==> config.mk <==
export PLATFORM = sky130hd
export DESIGN_NAME = round_robin_mux4x1_flat
export DESIGN_NICKNAME = d
export VERILOG_FILES = /design/src/rtl/round_robin_mux4x1_if.sv /design/src/rtl/round_robin_mux4x1.sv /design/src/flat_wrapper.sv
export SDC_FILE = /design/constraint.sdc
export NUM_CORES = 1
export LEC_CHECK = 0
export CORE_ASPECT_RATIO = 0.7
export CORE_UTILIZATION = 44
export DETAILED_ROUTE_END_ITERATION = 7
export PLACE_DENSITY = 0.85
export SKIP_LAST_GASP = 1
export SYNTH_ARGS = -nofsm -noshare
export SYNTH_HDL_FRONTEND = slang
export SYNTH_SLANG_ARGS = --single-unit
==> constraint.sdc <==
create_clock -name clk -period 12.6 [get_ports clk]
set_input_delay 3.78 -clock clk [delete_from_list [all_inputs] [get_ports clk]]
set_output_delay 3.78 -clock clk [all_outputs]
set_load 0.005 [all_outputs]
==> src/rtl/round_robin_mux4x1_if.sv <==
// round_robin_mux4x1_if: FIFO-side and stream-side signals of the 4:1 round-robin mux
// fifo_data_0..3 : head words of the four FWFT FIFOs
// fifo_empty     : bit i high when FIFO i is empty
// down_pause     : downstream almost-full, blocks all pops
// fifo_pop       : one-hot pop strobe back to the FIFOs
// data_out       : registered word popped the previous cycle
// valid_out      : data_out holds a popped word
// sel_out        : index of the FIFO that supplied data_out
// master = the mux, slave = the FIFOs plus downstream consumer
interface round_robin_mux4x1_if #(parameter int DATA_WIDTH = 10);
    logic [DATA_WIDTH-1:0] fifo_data_0;
    logic [DATA_WIDTH-1:0] fifo_data_1;
    logic [DATA_WIDTH-1:0] fifo_data_2;
    logic [DATA_WIDTH-1:0] fifo_data_3;
    logic [3:0]            fifo_empty;
    logic                  down_pause;
    logic [3:0]            fifo_pop;
    logic [DATA_WIDTH-1:0] data_out;
    logic                  valid_out;
    logic [1:0]            sel_out;
    modport master (
        input  fifo_data_0, fifo_data_1, fifo_data_2, fifo_data_3, fifo_empty, down_pause,
        output fifo_pop, data_out, valid_out, sel_out
    );
    modport slave (
        output fifo_data_0, fifo_data_1, fifo_data_2, fifo_data_3, fifo_empty, down_pause,
        input  fifo_pop, data_out, valid_out, sel_out
    );
endinterface

==> src/rtl/round_robin_mux4x1.sv <==
// round_robin_mux4x1: drains four FWFT FIFOs into one stream with rotating priority and burst grants
// clk   : rising-edge clock
// reset : synchronous, active-low
// bus   : round_robin_mux4x1_if master (FIFO heads/empties, pause in; pop strobe and registered stream out)
module round_robin_mux4x1 #(
    parameter int DATA_WIDTH = 10,
    parameter int BURST      = 4
) (
    input logic                 clk,
    input logic                 reset,
    round_robin_mux4x1_if.master bus
);
    typedef enum logic {IDLE, GRANT} state_t;
    state_t          fsm;
    logic [1:0]      grant_idx;
    logic [3:0]      burst_cnt;
    logic [1:0]      ptr;
    logic [1:0]      cur;
    logic            cont;
    logic            found;
    logic            pop;
    logic [DATA_WIDTH-1:0] word;
    // Keep the current grant while its FIFO has data and burst allowance remains;
    // otherwise take the first non-empty FIFO starting at ptr (descending loop so the
    // nearest candidate wins).
    always_comb begin
        cont  = fsm == GRANT && !bus.fifo_empty[grant_idx] && burst_cnt < 4'(BURST);
        cur   = grant_idx;
        found = cont;
        for (int k = 3; k >= 0; k--) begin
            if (!cont && !bus.fifo_empty[ptr + 2'(k)]) begin
                cur   = ptr + 2'(k);
                found = 1'b1;
            end
        end
        pop  = reset && !bus.down_pause && found;
        word = cur == 2'd0 ? bus.fifo_data_0 :
               cur == 2'd1 ? bus.fifo_data_1 :
               cur == 2'd2 ? bus.fifo_data_2 : bus.fifo_data_3;
    end
    assign bus.fifo_pop = pop ? 4'b0001 << cur : 4'b0000;
    always_ff @(posedge clk) begin
        if (!reset) begin
            fsm           <= IDLE;
            grant_idx     <= 2'd0;
            burst_cnt     <= 4'd0;
            ptr           <= 2'd0;
            bus.data_out  <= '0;
            bus.valid_out <= 1'b0;
            bus.sel_out   <= 2'd0;
        end else if (bus.down_pause) begin
            // Grant state frozen so the burst resumes where it left off.
            bus.data_out  <= '0;
            bus.valid_out <= 1'b0;
            bus.sel_out   <= 2'd0;
        end else if (found) begin
            fsm           <= GRANT;
            grant_idx     <= cur;
            burst_cnt     <= cont ? burst_cnt + 4'd1 : 4'd1;
            ptr           <= cur + 2'd1;
            bus.data_out  <= word;
            bus.valid_out <= 1'b1;
            bus.sel_out   <= cur;
        end else begin
            fsm           <= IDLE;
            burst_cnt     <= 4'd0;
            bus.data_out  <= '0;
            bus.valid_out <= 1'b0;
            bus.sel_out   <= 2'd0;
        end
    end
endmodule

==> src/flat_wrapper.sv <==
// flat-port wrapper written by rule: the top's interface ports become plain ports
module round_robin_mux4x1_flat 
#(
    parameter int DATA_WIDTH = 10,
    parameter int BURST      = 4
)
  (clk, reset, bus_fifo_data_0, bus_fifo_data_1, bus_fifo_data_2, bus_fifo_data_3, bus_fifo_empty, bus_down_pause, bus_fifo_pop, bus_data_out, bus_valid_out, bus_sel_out);
  round_robin_mux4x1_if #(.DATA_WIDTH(DATA_WIDTH)) bus_i ();
  input logic clk;
  input logic reset;
  input wire logic [$bits(bus_i.fifo_data_0)-1:0] bus_fifo_data_0;
  input wire logic [$bits(bus_i.fifo_data_1)-1:0] bus_fifo_data_1;
  input wire logic [$bits(bus_i.fifo_data_2)-1:0] bus_fifo_data_2;
  input wire logic [$bits(bus_i.fifo_data_3)-1:0] bus_fifo_data_3;
  input wire logic [$bits(bus_i.fifo_empty)-1:0] bus_fifo_empty;
  input wire logic [$bits(bus_i.down_pause)-1:0] bus_down_pause;
  output wire logic [$bits(bus_i.fifo_pop)-1:0] bus_fifo_pop;
  output wire logic [$bits(bus_i.data_out)-1:0] bus_data_out;
  output wire logic [$bits(bus_i.valid_out)-1:0] bus_valid_out;
  output wire logic [$bits(bus_i.sel_out)-1:0] bus_sel_out;
  assign bus_i.fifo_data_0 = bus_fifo_data_0;
  assign bus_i.fifo_data_1 = bus_fifo_data_1;
  assign bus_i.fifo_data_2 = bus_fifo_data_2;
  assign bus_i.fifo_data_3 = bus_fifo_data_3;
  assign bus_i.fifo_empty = bus_fifo_empty;
  assign bus_i.down_pause = bus_down_pause;
  assign bus_fifo_pop = bus_i.fifo_pop;
  assign bus_data_out = bus_i.data_out;
  assign bus_valid_out = bus_i.valid_out;
  assign bus_sel_out = bus_i.sel_out;
  round_robin_mux4x1 #(.DATA_WIDTH(DATA_WIDTH), .BURST(BURST)) u_core (.clk(clk), .reset(reset), .bus(bus_i));
endmodule
==> flow_results.xml, run 1 <==
<?xml version="1.0" encoding="UTF-8"?>
<metrics>
  <group name="die">
    <metric name="num_io_pins" unit="">64</metric>
    <metric name="die-height" unit="um">48.3</metric>
    <metric name="initial_core_util" unit="%">47.4</metric>
    <metric name="die_width" unit="um">68.1</metric>
    <metric name="fp.coreArea" unit="um^2">2840</metric>
    <metric name="dieArea" unit="um^2">3290</metric>
    <metric name="std_cell_rows" unit="">16</metric>
  </group>
  <group name="logic_synthesis">
    <metric name="synthArstFlopShare" unit="%">0</metric>
    <metric name="avgSynthCellArea" unit="um^2">8.69</metric>
    <metric name="synth_top_area_share" unit="%">32.7</metric>
    <metric name="share_of_synthesized_area_occupied_by_flip_flops_and_latches" unit="%">32.7</metric>
    <metric name="syn_nets" unit="">207</metric>
    <metric name="yosysWarningCount" unit="">0</metric>
    <metric name="syn_area" unit="um^2">1350</metric>
    <metric name="yosys.area.top_type" unit="">sky130_fd_sc_hd__dfxtp_1</metric>
    <metric name="ys_ff_latch" unit="">22</metric>
    <metric name="synth-edff-count" unit="">0</metric>
    <metric name="synthCells" unit="">155</metric>
    <metric name="yosys-top-cells-area" unit="">sky130_fd_sc_hd__dfxtp_1 (33%), sky130_fd_sc_hd__mux2i_1 (16%), sky130_fd_sc_hd__nor2_1 (5.0%)</metric>
    <metric name="flip_flop_cell_with_the_highest_count_after_synthesis" unit="">sky130_fd_sc_hd__dfxtp_1</metric>
    <metric name="netlist_cell_types" unit="">40</metric>
  </group>
  <group name="clock_tree">
    <metric name="hold_buffers" unit="">0</metric>
    <metric name="number_of_cells_upsized_or_downsized_after_cts" unit="">0</metric>
    <metric name="clock_input_transition_at_the_sequential_cells_of_the_worst_setup_and_hold_paths" unit="ps">90</metric>
    <metric name="cts-buffers-inserted" unit="">3</metric>
    <metric name="cts_buffer_depth" unit="">2</metric>
    <metric name="worst_skew_pair.late_latency" unit="ps">260</metric>
    <metric name="post-cts-setup-buffer-count" unit="">0</metric>
    <metric name="cts.root.buffer_cell" unit="">sky130_fd_sc_hd__clkbuf_8</metric>
    <metric name="clock_tree.htree_level_count" unit="">1</metric>
    <metric name="tritoncts" unit="">built</metric>
    <metric name="clkSinkCount" unit="">22</metric>
  </group>
  <group name="worst_setup_path">
    <metric name="worst_ep_arrival_time" unit="ps">6800</metric>
    <metric name="critPathKind" unit="">primary input to output pin</metric>
    <metric name="worstSetupEndpointType" unit="">output pin</metric>
    <metric name="kind_of_start_point_of_the_critical_path" unit="">primary input</metric>
    <metric name="cp_data_required_time" unit="ps">8820</metric>
    <metric name="critical_path_peak_fanout" unit="">11</metric>
  </group>
  <group name="power">
    <metric name="max_vdd_drop" unit="mV">0.0594</metric>
    <metric name="power.leakage" unit="nW">0.810</metric>
    <metric name="p_per_area" unit="nW/um^2">114</metric>
  </group>
  <group name="sta">
    <metric name="finalCriticalPeriod" unit="ps">10580</metric>
    <metric name="fmaxAchievable" unit="GHz">0.0946</metric>
    <metric name="setup_tns" unit="ps">0</metric>
    <metric name="fin_hold_ws" unit="ps">505</metric>
    <metric name="fin_worst_skew" unit="ps">11.7</metric>
    <metric name="timing_hold_violations_final" unit="">0</metric>
    <metric name="max_slew_margin" unit="%">52.6</metric>
    <metric name="slew_violations" unit="">0</metric>
    <metric name="worst_slew_pin_slew" unit="ps">710</metric>
    <metric name="setup_viol" unit="">0</metric>
    <metric name="rsz_0062_raised_after_global_routing" unit="">false</metric>
    <metric name="final.period_utilization" unit="%">83.9</metric>
    <metric name="post-route-worst-setup-slack" unit="ps">2020</metric>
  </group>
  <group name="cells_and_area">
    <metric name="area_of_the_multi_input_gates" unit="um^2">820</metric>
    <metric name="final_cells" unit="">246</metric>
    <metric name="net_count_final" unit="">263</metric>
    <metric name="nFillCells" unit="">216</metric>
    <metric name="drive_gt1_share" unit="%">7.62</metric>
    <metric name="ff_latch_area" unit="um^2">440</metric>
    <metric name="area.growth.synth_to_final" unit="%">50.2</metric>
    <metric name="insertedDiodeCount" unit="">0</metric>
    <metric name="fin_util" unit="%">71.1</metric>
  </group>
  <group name="grt">
    <metric name="global_route.overflow_total" unit="">0</metric>
    <metric name="grt_first_pass_wirelength" unit="um">4860</metric>
    <metric name="grt_antenna_before_repair" unit="">0</metric>
    <metric name="grt_usage" unit="%">20.2</metric>
    <metric name="first_global_vias" unit="">1109</metric>
    <metric name="grt_start_max_net_pins" unit="">22</metric>
  </group>
  <group name="detailed_routing">
    <metric name="detail_route.wl_per_cell" unit="um">13.5</metric>
    <metric name="topRoutingLayerUsed" unit="">met4</metric>
    <metric name="drt-met1-wl" unit="um">1470</metric>
    <metric name="drt-pass1-iter-count" unit="">4</metric>
    <metric name="detail_route.wirelength" unit="um">3320</metric>
    <metric name="number_of_drc_violations_after_detailed_routing_iteration_0" unit="">79</metric>
    <metric name="met3WireLength" unit="um">114</metric>
    <metric name="vias_per_cell" unit="">5.33</metric>
    <metric name="met2WireLength" unit="um">1730</metric>
    <metric name="final_antenna_net_count" unit="">0</metric>
    <metric name="detailroute.via_count" unit="">1312</metric>
    <metric name="drc" unit="">0</metric>
  </group>
  <group name="placement">
    <metric name="port_buffers" unit="">63</metric>
    <metric name="place_congestion" unit="">0.888</metric>
    <metric name="dpl_worst_slack" unit="ps">2040</metric>
    <metric name="place_inst" unit="">242</metric>
    <metric name="place.detailed.hpwl" unit="um">2700</metric>
  </group>
  <group name="run_status">
    <metric name="outcome" unit="">completed</metric>
  </group>
  <group name="job">
    <metric name="cap_violations" unit="">0</metric>
  </group>
  <group name="worst_hold_path">
    <metric name="worstHoldPathType" unit="">register to register</metric>
  </group>
</metrics>
-- cell type report --
class	instances	area share, %
multi-input cells	117	40.5
clock buffers	3	2.04
repair buffers	63	31.2
well taps	36	2.23
inverters	4	0.743
flip-flops and latches	22	21.8
clock inverters	1	1.49
-- through the flow --
step	total power (W)	area, um^2
after global routing	0.000244	2020
final	0.000230	2020
after floorplan	0.000134	1350
after detailed placement	0.000166	1950
after global placement	0.000164	1950
after CTS	0.000232	2020
-- state kept, by name, summed over array words and instances, names as in the netlist --
| name | flops |
|---|---|
| u_core.bus.data_out | 10 |
| u_core.burst_cnt | 4 |
| u_core.bus.sel_out | 2 |
| u_core.grant_idx | 2 |
| u_core.ptr | 2 |
| u_core.bus.valid_out | 1 |
| u_core.fsm | 1 |
-- worst paths after layout --
check | startpoint | slack (ps) | to | cells after the start
setup / recovery | bus_fifo_empty[2] | 2020 | bus_fifo_pop[0] | 7
hold / removal | u_core.burst_cnt[2] | 510 | u_core.burst_cnt[2] | 2
setup reg to reg | u_core.grant_idx[0] | 9700 | u_core.bus.data_out[9] | 10
hold reg to reg | u_core.burst_cnt[2] | 510 | u_core.burst_cnt[2] | 2
-- layout by cell type, fill, tap and decap left out, types with 2 or more instances in the layout --
cell                              count
sky130_fd_sc_hd__nor2_2               2
sky130_fd_sc_hd__dfxtp_1             22
sky130_fd_sc_hd__o22ai_1              2
sky130_fd_sc_hd__a32oi_1              2
sky130_fd_sc_hd__a31oi_1              2
sky130_fd_sc_hd__o21a_1               2
sky130_fd_sc_hd__inv_1                3
sky130_fd_sc_hd__and3_1               5
sky130_fd_sc_hd__clkdlybuf4s50_1     63
sky130_fd_sc_hd__a21oi_1              3
sky130_fd_sc_hd__o21ai_0             13
sky130_fd_sc_hd__nand2_1             15
sky130_fd_sc_hd__clkbuf_8             3
sky130_fd_sc_hd__mux2i_1             22
sky130_fd_sc_hd__nand3_1              3
sky130_fd_sc_hd__nor2b_1              3
sky130_fd_sc_hd__ha_1                 5
sky130_fd_sc_hd__a21oi_2              2
sky130_fd_sc_hd__nor2_1              18
-- report_power, final --
group	switching, W	total, W	internal, W
clock network	0.0000225	0.0000649	0.0000424
registers	0.00000450	0.0000801	0.0000756
logic	0.0000383	0.0000851	0.0000468
total	0.0000653	0.000230	0.000165
-- cells in the mapped netlist, types with 3 or more instances --
cell	count
sky130_fd_sc_hd__nand2_1	15
sky130_fd_sc_hd__buf_6	3
sky130_fd_sc_hd__nand3_1	3
sky130_fd_sc_hd__clkbuf_1	5
sky130_fd_sc_hd__mux2i_1	22
sky130_fd_sc_hd__a21oi_1	3
sky130_fd_sc_hd__nor2_1	18
sky130_fd_sc_hd__ha_1	5
sky130_fd_sc_hd__dfxtp_1	22
sky130_fd_sc_hd__and3_1	5
sky130_fd_sc_hd__inv_1	3
sky130_fd_sc_hd__buf_2	3
sky130_fd_sc_hd__nor2b_1	3
sky130_fd_sc_hd__o21ai_0	13
-- kinds of logic after synthesis --
kind of cell | count (synthesis) | share of synthesized area [%]
AND/OR/NAND/NOR | 53 | 19.3
AO/OA/AOI/OAI | 35 | 18.0
multiplexers | 24 | 18.9
flip-flops | 22 | 32.7
buffers and inverters | 16 | 6.41
adder cells (fa/ha/maj) | 5 | 4.65
-- critical path: stages --
cell and delay (ps):
sky130_fd_sc_hd__clkdlybuf4s50_1 570, sky130_fd_sc_hd__mux4_2 560, sky130_fd_sc_hd__a311o_1 290, sky130_fd_sc_hd__o21ai_2 230, sky130_fd_sc_hd__ha_1 600, sky130_fd_sc_hd__and3_1 250, sky130_fd_sc_hd__clkdlybuf4s50_1 510
-- per-layer routing --
layer  global-route usage (%)  up-vias
li1                         -      655
met3                     4.21        2
met1                     25.3      612
met5                        0        -
met4                     3.75        0
met2                     36.7       43
Note: power is estimated with default switching activity, not from simulation.
==> run 2, diff against run 1 <==
CORE_UTILIZATION = 41   (was 44)
PLACE_DENSITY = 0.8   (was 0.85)
clock period = 10.5 ns   (was 12.6 ns; I/O delays follow)
==> run 2 against run 1 <==
Effect of this change:
- critical path depth up 2
- routed wire length increased by 10%
- utilization decreased by 2.7 points
- largest cell class unchanged
- non-clock buffer count grew 3
==> flow_results.xml, run 2 (synthesis results as in run 1) <==
<?xml version="1.0" encoding="UTF-8"?>
<metrics>
  <group name="run_status">
    <metric name="outcome" unit="">completed</metric>
  </group>
  <group name="die">
    <metric name="initial_core_util" unit="%">45.4</metric>
    <metric name="std_cell_rows" unit="">16</metric>
    <metric name="dieArea" unit="um^2">3520</metric>
    <metric name="num_io_pins" unit="">64</metric>
    <metric name="die_width" unit="um">70.5</metric>
    <metric name="fp.coreArea" unit="um^2">2960</metric>
    <metric name="die-height" unit="um">49.9</metric>
  </group>
  <group name="cells_and_area">
    <metric name="most_frequent_standard_cell_in_the_layout_excluding_fill_and_tap_cells" unit="">sky130_fd_sc_hd__clkdlybuf4s50_1</metric>
    <metric name="largest_register_ffs" unit="">10</metric>
    <metric name="drive_gt1_share" unit="%">8.92</metric>
    <metric name="insertedDiodeCount" unit="">0</metric>
    <metric name="fin_util" unit="%">68.5</metric>
    <metric name="mostFrequentLayoutCells" unit="">sky130_fd_sc_hd__clkdlybuf4s50_1 (63), sky130_fd_sc_hd__mux2i_1 (22), sky130_fd_sc_hd__dfxtp_1 (22), sky130_fd_sc_hd__nor2_1 (18), sky130_fd_sc_hd__nand2_1 (15)</metric>
    <metric name="area.growth.synth_to_final" unit="%">50.7</metric>
    <metric name="net_count_final" unit="">266</metric>
    <metric name="largest_register" unit="">u_core.bus.data_out</metric>
    <metric name="final_cell_area" unit="um^2">2030</metric>
    <metric name="top_regs" unit="">u_core.bus.data_out: 10 flops, u_core.burst_cnt: 4 flops</metric>
  </group>
  <group name="detailed_routing">
    <metric name="detail_route.wl_per_cell" unit="um">14.7</metric>
    <metric name="detail_route.wirelength" unit="um">3670</metric>
    <metric name="number_of_drc_violations_after_detailed_routing_iteration_0" unit="">117</metric>
    <metric name="drc" unit="">0</metric>
    <metric name="final_antenna_net_count" unit="">0</metric>
    <metric name="detailroute.via_count" unit="">1328</metric>
    <metric name="drt-pass1-iter-count" unit="">4</metric>
    <metric name="vias_per_cell" unit="">5.33</metric>
  </group>
  <group name="sta">
    <metric name="slew_violations" unit="">0</metric>
    <metric name="worst_slew_pin_slew" unit="ps">774</metric>
    <metric name="rsz_0062_raised_after_global_routing" unit="">false</metric>
    <metric name="setup_viol" unit="">0</metric>
    <metric name="finalCriticalPeriod" unit="ps">9120</metric>
    <metric name="post-route-worst-setup-slack" unit="ps">1380</metric>
    <metric name="final.period_utilization" unit="%">86.9</metric>
    <metric name="setup_tns" unit="ps">0</metric>
    <metric name="fmaxAchievable" unit="GHz">0.110</metric>
    <metric name="timing_hold_violations_final" unit="">0</metric>
    <metric name="fin_hold_ws" unit="ps">492</metric>
    <metric name="fin_worst_skew" unit="ps">4.50</metric>
    <metric name="max_slew_margin" unit="%">48.4</metric>
  </group>
  <group name="worst_setup_path">
    <metric name="reg2reg_setup_slack" unit="ps">7720</metric>
    <metric name="r2r-end" unit="">u_core.bus.data_out[6]</metric>
    <metric name="worst_ep_arrival_time" unit="ps">5970</metric>
    <metric name="worst-path-stages" unit="">9</metric>
    <metric name="kind_of_start_point_of_the_critical_path" unit="">primary input</metric>
    <metric name="cpLargestDelayFamily" unit="">buffers and inverters</metric>
    <metric name="cpMaxStageDelayCell" unit="">sky130_fd_sc_hd__mux4_2</metric>
    <metric name="critical_path.cell_chain" unit="">clkdlybuf4s50_1 &gt; mux4_2 &gt; a311o_1 &gt; o21ai_2 &gt; inv_1 &gt; ha_1 &gt; buf_4 &gt; and3_1 &gt; clkdlybuf4s50_1</metric>
    <metric name="critical_path_peak_fanout" unit="">11</metric>
    <metric name="r2r-start" unit="">u_core.grant_idx[0]</metric>
    <metric name="setup.worst_path.end" unit="">bus_fifo_pop[2]</metric>
    <metric name="cp.buffers_inverters" unit="">4</metric>
    <metric name="worstSetupEndpointType" unit="">output pin</metric>
    <metric name="critPathKind" unit="">primary input to output pin</metric>
    <metric name="worst_setup_startpoint" unit="">bus_fifo_empty[3]</metric>
    <metric name="r2r.worst_path.cells" unit="">10</metric>
    <metric name="worst_path_largest_cell_delay" unit="ps">590</metric>
    <metric name="critPathMostFrequentCell" unit="">sky130_fd_sc_hd__clkdlybuf4s50_1</metric>
    <metric name="cp_data_required_time" unit="ps">7350</metric>
  </group>
  <group name="grt">
    <metric name="grt_antenna_before_repair" unit="">0</metric>
    <metric name="first_global_vias" unit="">1274</metric>
    <metric name="global_route.overflow_total" unit="">0</metric>
    <metric name="grt_first_pass_wirelength" unit="um">5970</metric>
    <metric name="grt_start_max_net_pins" unit="">22</metric>
    <metric name="grt_usage" unit="%">22.1</metric>
  </group>
  <group name="power">
    <metric name="comb_power_share" unit="%">40.2</metric>
    <metric name="p_seq_share" unit="%">36.7</metric>
    <metric name="power.internal" unit="W">0.000182</metric>
    <metric name="p_per_area" unit="nW/um^2">130</metric>
    <metric name="power.leakage" unit="nW">0.818</metric>
    <metric name="max_vdd_drop" unit="mV">0.0832</metric>
    <metric name="power.clock.fraction" unit="%">23.1</metric>
    <metric name="swShare" unit="%">31.0</metric>
    <metric name="total_switching_power" unit="W">0.0000815</metric>
  </group>
  <group name="worst_hold_path">
    <metric name="worstHoldPathType" unit="">register to register</metric>
  </group>
  <group name="clock_tree">
    <metric name="cts-buffers-inserted" unit="">3</metric>
    <metric name="cts.root.buffer_cell" unit="">sky130_fd_sc_hd__clkbuf_8</metric>
    <metric name="post-cts-setup-buffer-count" unit="">0</metric>
    <metric name="clkSinkCount" unit="">22</metric>
    <metric name="number_of_cells_upsized_or_downsized_after_cts" unit="">0</metric>
    <metric name="clock_tree.htree_level_count" unit="">1</metric>
    <metric name="cts_buffer_depth" unit="">2</metric>
    <metric name="clock_input_transition_at_the_sequential_cells_of_the_worst_setup_and_hold_paths" unit="ps">80</metric>
    <metric name="hold_buffers" unit="">0</metric>
    <metric name="tritoncts" unit="">built</metric>
    <metric name="worst_skew_pair.late_latency" unit="ps">260</metric>
  </group>
  <group name="placement">
    <metric name="place.detailed.hpwl" unit="um">2820</metric>
    <metric name="port_buffers" unit="">63</metric>
    <metric name="place_area" unit="um^2">1970</metric>
    <metric name="dpl_worst_slack" unit="ps">1440</metric>
    <metric name="place_congestion" unit="">0.888</metric>
  </group>
  <group name="job">
    <metric name="cap_violations" unit="">0</metric>
  </group>
</metrics>
## run 2: cell count changes in the layout (fill, tap and decap cells not counted), sizes merged
cell,before,now
buf,0,3
bufinv,1,0
clkbuf,3,4
## run 2: cell type report
class	instances	area, um^2
clock buffer	4	55.1
fill	244	935
inverter	4	15.0
multi-input combinational	117	820
sequential	22	440
tap	36	45.0
timing repair buffer	66	653
## run 2: layer usage
layer  wire, um  GRT usage [%]
met1       1580           26.4
met3        178           3.89
met4         59           7.82
met2       1850           40.0
met5          0              0
## run 2: how the worst min path moves through the flow
stage                              startpoint             endpoint  cells after the start
after floorplan           u_core.burst_cnt[2]  u_core.burst_cnt[2]                      2
after global placement    u_core.burst_cnt[2]  u_core.burst_cnt[2]                      2
after detailed placement  u_core.burst_cnt[3]  u_core.burst_cnt[3]                      1
after CTS                 u_core.burst_cnt[3]  u_core.burst_cnt[3]                      1
after global routing      u_core.burst_cnt[3]  u_core.burst_cnt[3]                      1
final                     u_core.burst_cnt[3]  u_core.burst_cnt[3]                      1
## run 2: power groups by stage
stage / Clock (W) / Combinational, W / Sequential [W]
2_1_floorplan: 0 / 0.0000654 / 0.0000958
3_3_place_gp: 0 / 0.000102 / 0.0000979
3_5_place_dp: 0 / 0.000104 / 0.0000983
4_1_cts: 0.0000621 / 0.000106 / 0.0000966
5_1_grt: 0.0000660 / 0.000115 / 0.0000976
6_report: 0.0000608 / 0.000106 / 0.0000967
## run 2: worst register-to-register path: cells and delay by family (launching register included)
| family | cells | cell delay [ps] |
|---|---|---|
| flops | 1 | 490 |
| simple gates | 1 | 60 |
| mux | 3 | 930 |
| buf+inv | 2 | 300 |
| fa+ha+maj | 1 | 200 |
| compound gates | 3 | 660 |
## run 2: metrics by stage
stage / std cells / total power (W)
3_5_place_dp: 245 / 0.000203
3_3_place_gp: 245 / 0.000200
4_1_cts: 249 / 0.000264
5_1_grt: 249 / 0.000279
6_report: 249 / 0.000263
2_1_floorplan: 155 / 0.000161
==> run 3, diff against run 2 <==
HOLD_SLACK_MARGIN = 0.05   (was not set)
TNS_END_PERCENT = 30   (was not set)
==> results of run 3 <==
The final DEF is identical to that of run 2; final timing and power are the same.
